==> src/rtl/bn_res_ctrl.sv <==
// bn_res_ctrl: sequencer for the batch-norm + residual datapath (bn_res).
// Loads the bn_a/bn_b parameter banks from a serial word stream, then streams
// FM_DEPTH activation vectors into bn_res with a residual read issued in the
// handshake cycle, tracks vectors in flight and pulses done once all retire.
//
// Ports:
//   clk, rstn                      clock, asynchronous active-low reset
//   start, load_params             job start pulse (IDLE only), load banks first
//   param_valid/ready/data         parameter word stream (all bn_a, then all bn_b)
//   par_wr_en/sel/addr/data        registered bank write port (sel 0 = bn_a)
//   act_valid, act_ready           activation vector handshake
//   res_rd_en, res_rd_addr         residual buffer read, same cycle as handshake
//   bn_valid                       bn_res data_in_valid (handshake + 1 cycle)
//   bn_out_valid                   bn_res data_out_valid (one per retired vector)
//   busy, done, err                status; err is sticky until the next start
module bn_res_ctrl #(
   parameter int unsigned PARA_WIDTH      = 16,
   parameter int unsigned CHANNEL_NUM     = 128,
   parameter int unsigned FM_DEPTH        = 64,
   parameter int unsigned MAX_OUTSTANDING = 4
) (
   input  logic                           clk,
   input  logic                           rstn,
   input  logic                           start,
   input  logic                           load_params,
   input  logic                           param_valid,
   output logic                           param_ready,
   input  logic [PARA_WIDTH-1:0]          param_data,
   output logic                           par_wr_en,
   output logic                           par_wr_sel,
   output logic [$clog2(CHANNEL_NUM)-1:0] par_wr_addr,
   output logic [PARA_WIDTH-1:0]          par_wr_data,
   input  logic                           act_valid,
   output logic                           act_ready,
   output logic                           res_rd_en,
   output logic [$clog2(FM_DEPTH)-1:0]    res_rd_addr,
   output logic                           bn_valid,
   input  logic                           bn_out_valid,
   output logic                           busy,
   output logic                           done,
   output logic                           err
);

   localparam int unsigned ChW   = $clog2(CHANNEL_NUM);
   localparam int unsigned AddrW = $clog2(FM_DEPTH);
   localparam int unsigned PosW  = $clog2(FM_DEPTH + 1);
   localparam int unsigned OutW  = $clog2(MAX_OUTSTANDING + 1);

   typedef enum logic [2:0] {
      StIdle,
      StLoadA,
      StLoadB,
      StRun,
      StDrain,
      StDone
   } state_e;

   state_e                  state_q, state_d;
   logic [ChW-1:0]          ch_cnt_q, ch_cnt_d;
   logic [PosW-1:0]         pos_cnt_q, pos_cnt_d;
   logic [PosW-1:0]         ret_cnt_q, ret_cnt_d;
   logic [OutW-1:0]         outst_q, outst_d;
   logic                    err_q, err_d;
   logic                    wr_en_q, wr_en_d;
   logic                    wr_sel_q, wr_sel_d;
   logic [ChW-1:0]          wr_addr_q, wr_addr_d;
   logic [PARA_WIDTH-1:0]   wr_data_q, wr_data_d;
   logic                    bn_valid_q;
   logic                    act_hs;
   logic                    ret_ok;

   always_comb begin
      state_d     = state_q;
      ch_cnt_d    = ch_cnt_q;
      pos_cnt_d   = pos_cnt_q;
      ret_cnt_d   = ret_cnt_q;
      outst_d     = outst_q;
      err_d       = err_q;
      wr_en_d     = 1'b0;
      wr_sel_d    = wr_sel_q;
      wr_addr_d   = wr_addr_q;
      wr_data_d   = wr_data_q;
      param_ready = 1'b0;
      act_ready   = 1'b0;
      act_hs      = 1'b0;

      // A retire is only legal while vectors are actually in flight.
      ret_ok = bn_out_valid & ((state_q == StRun) | (state_q == StDrain)) &
               (outst_q != '0);

      unique case (state_q)
         StIdle: begin
            if (start) begin
               err_d     = 1'b0;
               ch_cnt_d  = '0;
               pos_cnt_d = '0;
               ret_cnt_d = '0;
               outst_d   = '0;
               state_d   = load_params ? StLoadA : StRun;
            end
         end
         StLoadA, StLoadB: begin
            param_ready = 1'b1;
            if (param_valid) begin
               wr_en_d   = 1'b1;
               wr_sel_d  = (state_q == StLoadB);
               wr_addr_d = ch_cnt_q;
               wr_data_d = param_data;
               if (ch_cnt_q == ChW'(CHANNEL_NUM - 1)) begin
                  ch_cnt_d = '0;
                  state_d  = (state_q == StLoadA) ? StLoadB : StRun;
               end else begin
                  ch_cnt_d = ch_cnt_q + 1'b1;
               end
            end
         end
         StRun: begin
            act_ready = (outst_q < OutW'(MAX_OUTSTANDING)) & (pos_cnt_q < PosW'(FM_DEPTH));
            act_hs    = act_valid & act_ready;
            if (act_hs) begin
               pos_cnt_d = pos_cnt_q + 1'b1;
               if (pos_cnt_q == PosW'(FM_DEPTH - 1)) begin
                  state_d = StDrain;
               end
            end else if (pos_cnt_q >= PosW'(FM_DEPTH)) begin
               state_d = StDrain;
            end
         end
         StDrain: begin
            if ((outst_q == '0) && (ret_cnt_q == PosW'(FM_DEPTH))) begin
               state_d = StDone;
            end
         end
         StDone: begin
            state_d = StIdle;
         end
         default: begin
            state_d = StIdle;
         end
      endcase

      // Issue and retire in the same cycle cancel out.
      unique case ({act_hs, ret_ok})
         2'b10:   outst_d = outst_q + 1'b1;
         2'b01:   outst_d = outst_q - 1'b1;
         default: outst_d = outst_q;
      endcase

      if (ret_ok) begin
         ret_cnt_d = ret_cnt_q + 1'b1;
      end
      if (bn_out_valid && !ret_ok) begin
         err_d = 1'b1;
      end
   end

   always_ff @(posedge clk or negedge rstn) begin
      if (!rstn) begin
         state_q    <= StIdle;
         ch_cnt_q   <= '0;
         pos_cnt_q  <= '0;
         ret_cnt_q  <= '0;
         outst_q    <= '0;
         err_q      <= 1'b0;
         wr_en_q    <= 1'b0;
         wr_sel_q   <= 1'b0;
         wr_addr_q  <= '0;
         wr_data_q  <= '0;
         bn_valid_q <= 1'b0;
      end else begin
         state_q    <= state_d;
         ch_cnt_q   <= ch_cnt_d;
         pos_cnt_q  <= pos_cnt_d;
         ret_cnt_q  <= ret_cnt_d;
         outst_q    <= outst_d;
         err_q      <= err_d;
         wr_en_q    <= wr_en_d;
         wr_sel_q   <= wr_sel_d;
         wr_addr_q  <= wr_addr_d;
         wr_data_q  <= wr_data_d;
         // Residual read has one cycle of latency, so data_in_valid trails the handshake.
         bn_valid_q <= act_hs;
      end
   end

   assign par_wr_en   = wr_en_q;
   assign par_wr_sel  = wr_sel_q;
   assign par_wr_addr = wr_addr_q;
   assign par_wr_data = wr_data_q;
   assign res_rd_en   = act_hs;
   assign res_rd_addr = pos_cnt_q[AddrW-1:0];
   assign bn_valid    = bn_valid_q;
   assign busy        = (state_q != StIdle);
   assign done        = (state_q == StDone);
   assign err         = err_q;

endmodule

==> config.mk <==
export PLATFORM = sky130hd
export DESIGN_NAME = bn_res_ctrl
export DESIGN_NICKNAME = d
export VERILOG_FILES = /design/src/rtl/bn_res_ctrl.sv
export SDC_FILE = /design/constraint.sdc
export NUM_CORES = 1
export LEC_CHECK = 0
export ABC_AREA = 1
export CORE_ASPECT_RATIO = 0.75
export CORE_MARGIN = 2
export CORE_UTILIZATION = 50
export DETAILED_ROUTE_END_ITERATION = 8
export GPL_ROUTABILITY_DRIVEN = 0
export PLACE_DENSITY = 0.79
export RECOVER_POWER = 100
export SLEW_MARGIN = 30
export SYNTH_ARGS = -nofsm -noshare
export SYNTH_HDL_FRONTEND = slang
export SYNTH_SLANG_ARGS = --single-unit
export TNS_END_PERCENT = 20
==> constraint.sdc <==
create_clock -name clk -period 2.9 [get_ports clk]
set_input_delay 0.58 -clock clk [delete_from_list [all_inputs] [get_ports clk]]
set_output_delay 0.58 -clock clk [all_outputs]
set_load 0.02 [all_outputs]
Word level (Yosys, flattened, before mapping)
Cells that the tools add are included.

Add/sub/neg operators: 5. Order comparisons: 3. Equal/unequal tests: 17. Mux-type cells: 27. Bitwise gates (word level): 5. Reductions and logical operators: 21.

Operator list (number): $mux W7 (6); $pmux W7 S2 (2); $add A7 B1 Y7 const B (3); $mux W3 (7); $eq A7 B7 Y1 const B (2); $reduce_bool A2 Y1 (7); $pmux W3 S4 (1); $mux W1 (9); $eq A7 B6 Y1 const B (1); $ge A7 B7 Y1 const B (1); $lt A7 B7 Y1 const B (1); $eq A3 B2 Y1 const B (2); $eq A3 B3 Y1 const B (2); $logic_not A3 Y1 (2); $ne A2 B2 Y1 const B (3); $pmux W3 S2 (1); $reduce_and A2 Y1 (3); $reduce_and A3 Y1 (2); $reduce_and A6 Y1 (1); $reduce_bool A3 Y1 (2); $and A1 B1 Y1 (4); $ne A2 B1 Y1 const B (2); $add A3 B1 Y3 const B (1); $eq A3 B1 Y1 const B (1); other kinds (11) (12).

Register bits: 54. Bits of input ports: 23. Output and inout port bits: 38. Word-level logic and storage cells: 89.

Depth between registers and ports, before layout
Gate-level depths: netlist of run 1.

Word-level depth: 8. Mapped depth: 13. Mapped depth without buffers: 13.

Worst setup path before layout of run 1
Ideal clock, no wire load.

Path kind: flip-flop to flip-flop. Start: reg state_q[1]. End: reg outst_q[2]. Library setup time: 0.131 ns. Arrival: 1.924 ns. Slack: 0.845 ns. Cell stages (with the launch flop): 13. Period minus slack after synthesis: 2.055 ns. Cell sequence: dfrtp_1 > nand2_1 > nor2_4 > nor2_2 > inv_2 > nand3_2 > clkinv_2 > ha_1 > inv_1 > fa_1 > a21oi_1 > o21ai_0 > xor2_1.

Word-level cells in the longest chain between the ends: 6.

Ends and longest elaborated chain: start: declaration (RTL line 58) `state_e state_q, state_d;`; start signal: assignment (RTL line 159) `state_q <= StIdle;`; start signal: assignment (RTL line 171) `state_q <= state_d;`; $eq A3 B2 Y1 or $eq A3 B3 Y1 (tied branches) (RTL line 88, 91); $or A1 B1 Y1 (RTL line 88) `ret_ok = bn_out_valid & ((state_q == StRun) | (state_q == StDrain)) &`; $and A1 B1 Y1 (2 in a row) (RTL line 88); $eq A2 B1 Y1 or $eq A2 B2 Y1 (tied branches) (RTL line 143) `unique case ({act_hs, ret_ok})`; $pmux W3 S2 or $reduce_bool A2 Y1 (tied branches); end signal: assignment (RTL line 175) `outst_q <= outst_d;`; end: declaration (RTL line 62) `logic [OutW-1:0] outst_q, outst_d;`.

Parallel ways exist; a longest one is shown, timed or not. A chain may end at the register's enable or synchronous reset.

Final worst setup path of run 1
Start: in act_valid. End: out res_rd_en.

Word-level cells in the longest chain between the ends: 2.

Ends and longest elaborated chain: start: declaration (RTL line 33) `input logic act_valid,`; $and A1 B1 Y1 (RTL line 119) `act_hs = act_valid & act_ready;`; $mux W1 (RTL line 91) `unique case (state_q)`; end: declaration (RTL line 35) `output logic res_rd_en,`.

No other way between the ends.

==> results.txt, run 1 <==
status - finished, final reports clean
initial core utilization - 51.56%
Sw Pwr - 1.269 mW
Pwr Density - 873.1 nW/um^2
RSZ-0062 raised after global routing - false
crit-path max cell delay - 620 ps
initial antenna violation count - 0
CP endpoint kind - primary output
Slew @ Worst Pin - 1299 ps
syn avg cell area - 8.579 um^2
area share of the largest cell type after synthesis - 49.23%
dominant synthesized flop cell - dfrtp_1
Async SR Flop Fraction - 100.0%
most frequent cells after synthesis - 110 x nand2_1, 54 x dfrtp_1, 29 x inv_1, 20 x nor2_1, 14 x o21ai_0
layout net count - 407
Yosys top cell by area - dfrtp_1
Initial DRT Pass Iterations - 4
Syn Inst Count - 320
first-pass GRT wire length - 8970 um
CTS Buffer Depth - 2
proportion of layout cells with a drive suffix above 1 - 7.388%
largest net degree at the start of global routing - 55
Yosys cell types - 33
Die W - 89.56 um
via count - 2182
Clock Sinks - 54
Max VDD drop - 0.3745 mV
GR peak layer - met2
# setup viols final - 0
Synthesized Nets - 349
Post-synth EDFFs - 0
total track usage - 19.24%
GR Util met1 - 26.20%
CP required - 2320 ps
Min Hold Slack - 475.4 ps
met3 GRT Util - 3.860%
Resized Gates After CTS - 0
arrival time at the worst endpoint - 2150 ps
CP max-delay cell - clkdlybuf4s50_1
Hold-fix buffers, CTS - 0
Row Count - 23
post-DP HPWL - 3983 um
max_cap viols - 0
clk_lat worst skew - 320 ps
chip height - 68.17 um
Worst Path Class, Setup - in2out
WL/cell - 12.10 um
P_leak - 1.693 nW
maximum level of the CTS H-tree - 2
routed vias/inst - 4.806
Pint - 1.667 mW
mapped cell area - 2745 um^2
fin crit share - 94.20%
Worst Setup Start Kind - input pin
register share of total power - 37.6%
clock network power share - 15.5%
drt total wl - 5493 um
TritonCTS Buffers - 5
Antenna Violating Nets Remaining - 0
Ys Warns - 0
worst clock skew - 10.24 ps
count leader, synth - nand2_1
vias in the first global route - 2016
Seq/Total Area, Yosys - 49.23%
final worst path period need - 2732 ps
Max Freq - 366.0 MHz
Post-CTS Setup Inserts - 0
setup TNS - 0 ps
GR Overflow Total - 0
Area Growth Syn to Fin - 22.52%
Die Footprint - 6105 um^2
CP cell instances - clkdlybuf4s50_1 > inv_1 > nor2_1 > nand2_4 > inv_1 > clkdlybuf4s50_1
TritonCTS clock tree - done
I/O Pins - 61
Slew HR - 13.41%
Placeable Area - 5324 um^2
fillers - 456
synth top area cells - dfrtp_1 49%, nand2_1 15%, inv_1 4.0%
Yosys reg bits - 54
hold crit path type - reg2reg
Worst-path clk slew - 100 ps
M2 GR Usage - 30.24%
Clock Tree Root - clkbuf_8
IO Port Bufs - 60
Final Max Tran Viols - 0
drc violations - 0
Inserted Diodes - 0
DR iter-0 viols - 156
crit-path max FO - 4
Final Hold Viols - 0
Sw Ratio - 43.22%
Comb pwr share - 46.9%
[flip-flops by register name (all words and copies together) (netlist names)]
signal / flops
bn_valid: 1
ch_cnt_q: 7
err: 1
outst_q: 3
par_wr_addr: 7
par_wr_data: 16
par_wr_en: 1
par_wr_sel: 1
pos_cnt_q: 7
ret_cnt_q: 7
state_q: 3
[per-stage QoR]
stage	worst slack (ps)	area, um^2	std cells	util, %	total power, mW
6_report	168.1	3363	454	63.17	2.936
5_1_grt	28.31	3363	454	63.17	3.167
4_1_cts	162.6	3451	454	64.82	3.129
3_5_place_dp	170.6	3352	446	62.96	2.674
3_3_place_gp	192.9	3352	446	62.96	2.629
2_1_floorplan	845.5	2745	320	-	2.144
[power groups by stage]
stage / Clock [mW] / Sequential (mW) / Combinational, mW
finish: 0.455 / 1.11 / 1.38
global route: 0.492 / 1.13 / 1.54
CTS: 0.464 / 1.12 / 1.55
detailed placement: 0 / 1.13 / 1.54
global placement: 0 / 1.12 / 1.51
floorplan: 0 / 1.29 / 0.855
[path summary, 6_finish.rpt]
kind	to	cells after the start	start	slack [ps]
setup / recovery	res_rd_en	6	act_valid	170
hold / removal	par_wr_data[9]	2	par_wr_data[9]	480
setup reg to reg	par_wr_addr[4]	8	state_q[0]	270
hold reg to reg	par_wr_data[9]	2	par_wr_data[9]	480
max in group asynchronous	par_wr_data[1]	2	rstn	1500
min in group asynchronous	err	2	rstn	620
[layer usage]
layer	wire length (um)	vias up
met5	0	-
met4	85	0
met3	231	7
met2	2518	42
met1	2658	1024
li1	-	1109
[area by class of cell]
class | count | area, um^2 | area share (%)
clock buffers | 6 | 82.58 | 2.455
clock inverters | 2 | 16.27 | 0.4836
inverters | 37 | 145.1 | 4.315
multi-input cells | 219 | 1074 | 31.92
flip-flops and latches | 54 | 1351 | 40.18
well taps | 75 | 93.84 | 2.790
repair buffers | 61 | 600.6 | 17.86
[placed cells by master, fill, tap and decap left out, types with 2 or more instances in the layout]
| master | instances |
|---|---|
| a21oi_1 | 5 |
| dlygate4sd3_1 | 37 |
| nand2_2 | 2 |
| o21ai_1 | 3 |
| nand3_1 | 12 |
| nor2_2 | 2 |
| clkbuf_8 | 6 |
| o21ai_0 | 17 |
| xor2_1 | 9 |
| nand2_4 | 2 |
| ha_1 | 5 |
| nand2_1 | 117 |
| dfrtp_1 | 54 |
| clkdlybuf4s50_1 | 22 |
| inv_1 | 31 |
| nand4_1 | 6 |
| nand3_2 | 2 |
| nor2_1 | 24 |
| o21ai_2 | 4 |
| inv_2 | 2 |
| inv_4 | 2 |
[critical path: cells and delay by family]
kind	cells	cell delay [ps]
AND/OR/NAND/NOR	2	310
buffers and inverters	4	1260
[kinds of logic after synthesis]
group / Yosys count / synth area share [%]
adders and majority gates: 6 / 3.008
and+or+nand+nor: 170 / 28.40
xor gates and xnor gates: 10 / 3.191
DFF: 54 / 49.23
AOI/OAI and AO/OA: 33 / 7.612
buffers and inverters: 47 / 8.568
Power figures use the tool's default switching activity.
==> run 2, diff against run 1 <==
Settings changed: SETUP_SLACK_MARGIN from default to 0.02.
==> results.txt, run 2 (synthesized netlist as in run 1, its figures left out) <==
CP cell instances - inv_1 > nand3_1 > nand2_1 > dlygate4sd3_1
Initial DRT Pass Iterations - 4
R2R setup slack - 450 ps
Placeable Area - 5324 um^2
worst reg-to-reg path cell count - 12
GR Overflow Total - 0
Die Footprint - 6105 um^2
via count - 2183
clock network power share - 15.5%
Area Growth Syn to Fin - 22.74%
TritonCTS Buffers - 5
routed vias/inst - 4.808
RSZ-0062 raised after global routing - false
proportion of layout cells with a drive suffix above 1 - 7.388%
worst hold path depth - 2
max layer used - met4
Comb pwr share - 46.8%
Antenna Violating Nets Remaining - 0
Hold-fix buffers, CTS - 0
CP required - 2320 ps
Sw Ratio - 43.42%
met1 wire length - 2688 um
arrival time at the worst endpoint - 2030 ps
IO Port Bufs - 60
routed wl met3 - 217 um
status - finished, final reports clean
maximum level of the CTS H-tree - 2
Resized Gates After CTS - 0
TritonCTS clock tree - done
vias in the first global route - 2016
final setup margin - 289.5 ps
Post-CTS Setup Inserts - 0
Worst-path clk slew - 90 ps
CTS Buffer Depth - 2
Die W - 89.56 um
total power - 2.933 mW
Final Hold Viols - 0
register share of total power - 37.7%
worst r2r dst - outst_q[2]
drc violations - 0
met2 WL - 2514 um
fin crit share - 90.02%
chip height - 68.17 um
post-DP HPWL - 3983 um
initial core utilization - 51.56%
Critical Path Sink - param_ready
Inserted Diodes - 0
most frequent cells in the layout - 118 x nand2_1, 54 x dfrtp_1, 39 x dlygate4sd3_1, 31 x inv_1, 23 x nor2_1
DR iter-0 viols - 147
WL/cell - 12.11 um
fillers - 457
total track usage - 19.24%
Slew @ Worst Pin - 1318 ps
crit-path max cell delay - 730 ps
post-place setup slack - 170.6 ps
filler-free cell count of the finished design - 454
I/O Pins - 61
CP endpoint kind - primary output
FF+latch area - 1351 um^2
# setup viols final - 0
Row Count - 23
Post-Place Cells - 446
largest net degree at the start of global routing - 55
Sw Pwr - 1.274 mW
clk_lat worst skew - 320 ps
Worst Path Class, Setup - reg2out
CP max-delay cell - dlygate4sd3_1
Pwr Density - 870.5 nW/um^2
Worst Setup Start Kind - flop
Final Max Tran Viols - 0
setup TNS - 0 ps
worst clock skew - 12.56 ps
most common cell after layout, fill and taps aside - nand2_1
P_leak - 1.699 nW
CP startpoint - state_q[2]
max FFs per register - 16
hold crit path type - reg2reg
crit-path max FO - 7
Pint - 1.659 mW
Slew HR - 12.11%
max_cap viols - 0
Min Hold Slack - 473.5 ps
layout net count - 407
drt total wl - 5500 um
final worst path period need - 2611 ps
Max VDD drop - 0.3743 mV
Clock Sinks - 54
Max Freq - 383.1 MHz
multi-input combinational cell area - 1087 um^2
RR Startpoint - state_q[1]
initial antenna violation count - 0
Clock Tree Root - clkbuf_8
first-pass GRT wire length - 8970 um
run 2: how the worst min path moves through the flow:
stage / from / end / slack, ps
2_1_floorplan: rstn / bn_valid / 280
3_3_place_gp: par_wr_data[10] / par_wr_data[10] / 450
3_5_place_dp: par_wr_data[9] / par_wr_data[9] / 460
4_1_cts: rstn / err / 400
5_1_grt: par_wr_data[2] / par_wr_data[2] / 490
6_report: par_wr_data[1] / par_wr_data[1] / 470
run 2: metrics by stage:
stage	cell area, um^2	util [%]
final	3369	63.29
after floorplan	2745	-
after global placement	3352	62.96
after detailed placement	3352	62.96
after CTS	3451	64.82
after global routing	3369	63.29
run 2: area by class of cell:
type                    instances  share of cell area [%]
flip-flops and latches         54                   40.10
multi-input cells             219                   32.27
repair buffers                 61                   17.64
inverters                      37                   4.270
well taps                      75                   2.785
clock buffers                   6                   2.451
clock inverters                 2                  0.4827
run 2: worst max-delay path, delay by kind of cell (launching register included):
family                 cells  cell delay (ps)
DFF                        1              430
buffers and inverters      2              920
and+or+nand+nor            2              370
run 2: routing by layer:
metal | up-vias | track usage [%]
met4 | 0 | 7.836
met1 | 1018 | 26.20
met2 | 48 | 30.24
met5 | - | 0
met3 | 6 | 3.860
li1 | 1111 | -
run 2: power by group through the flow:
stage | sequential [mW] | combinational [mW] | clock, mW
after global placement | 1.12 | 1.51 | 0
after CTS | 1.12 | 1.55 | 0.464
after global routing | 1.14 | 1.54 | 0.492
final | 1.11 | 1.37 | 0.453
after detailed placement | 1.13 | 1.54 | 0
after floorplan | 1.29 | 0.855 | 0
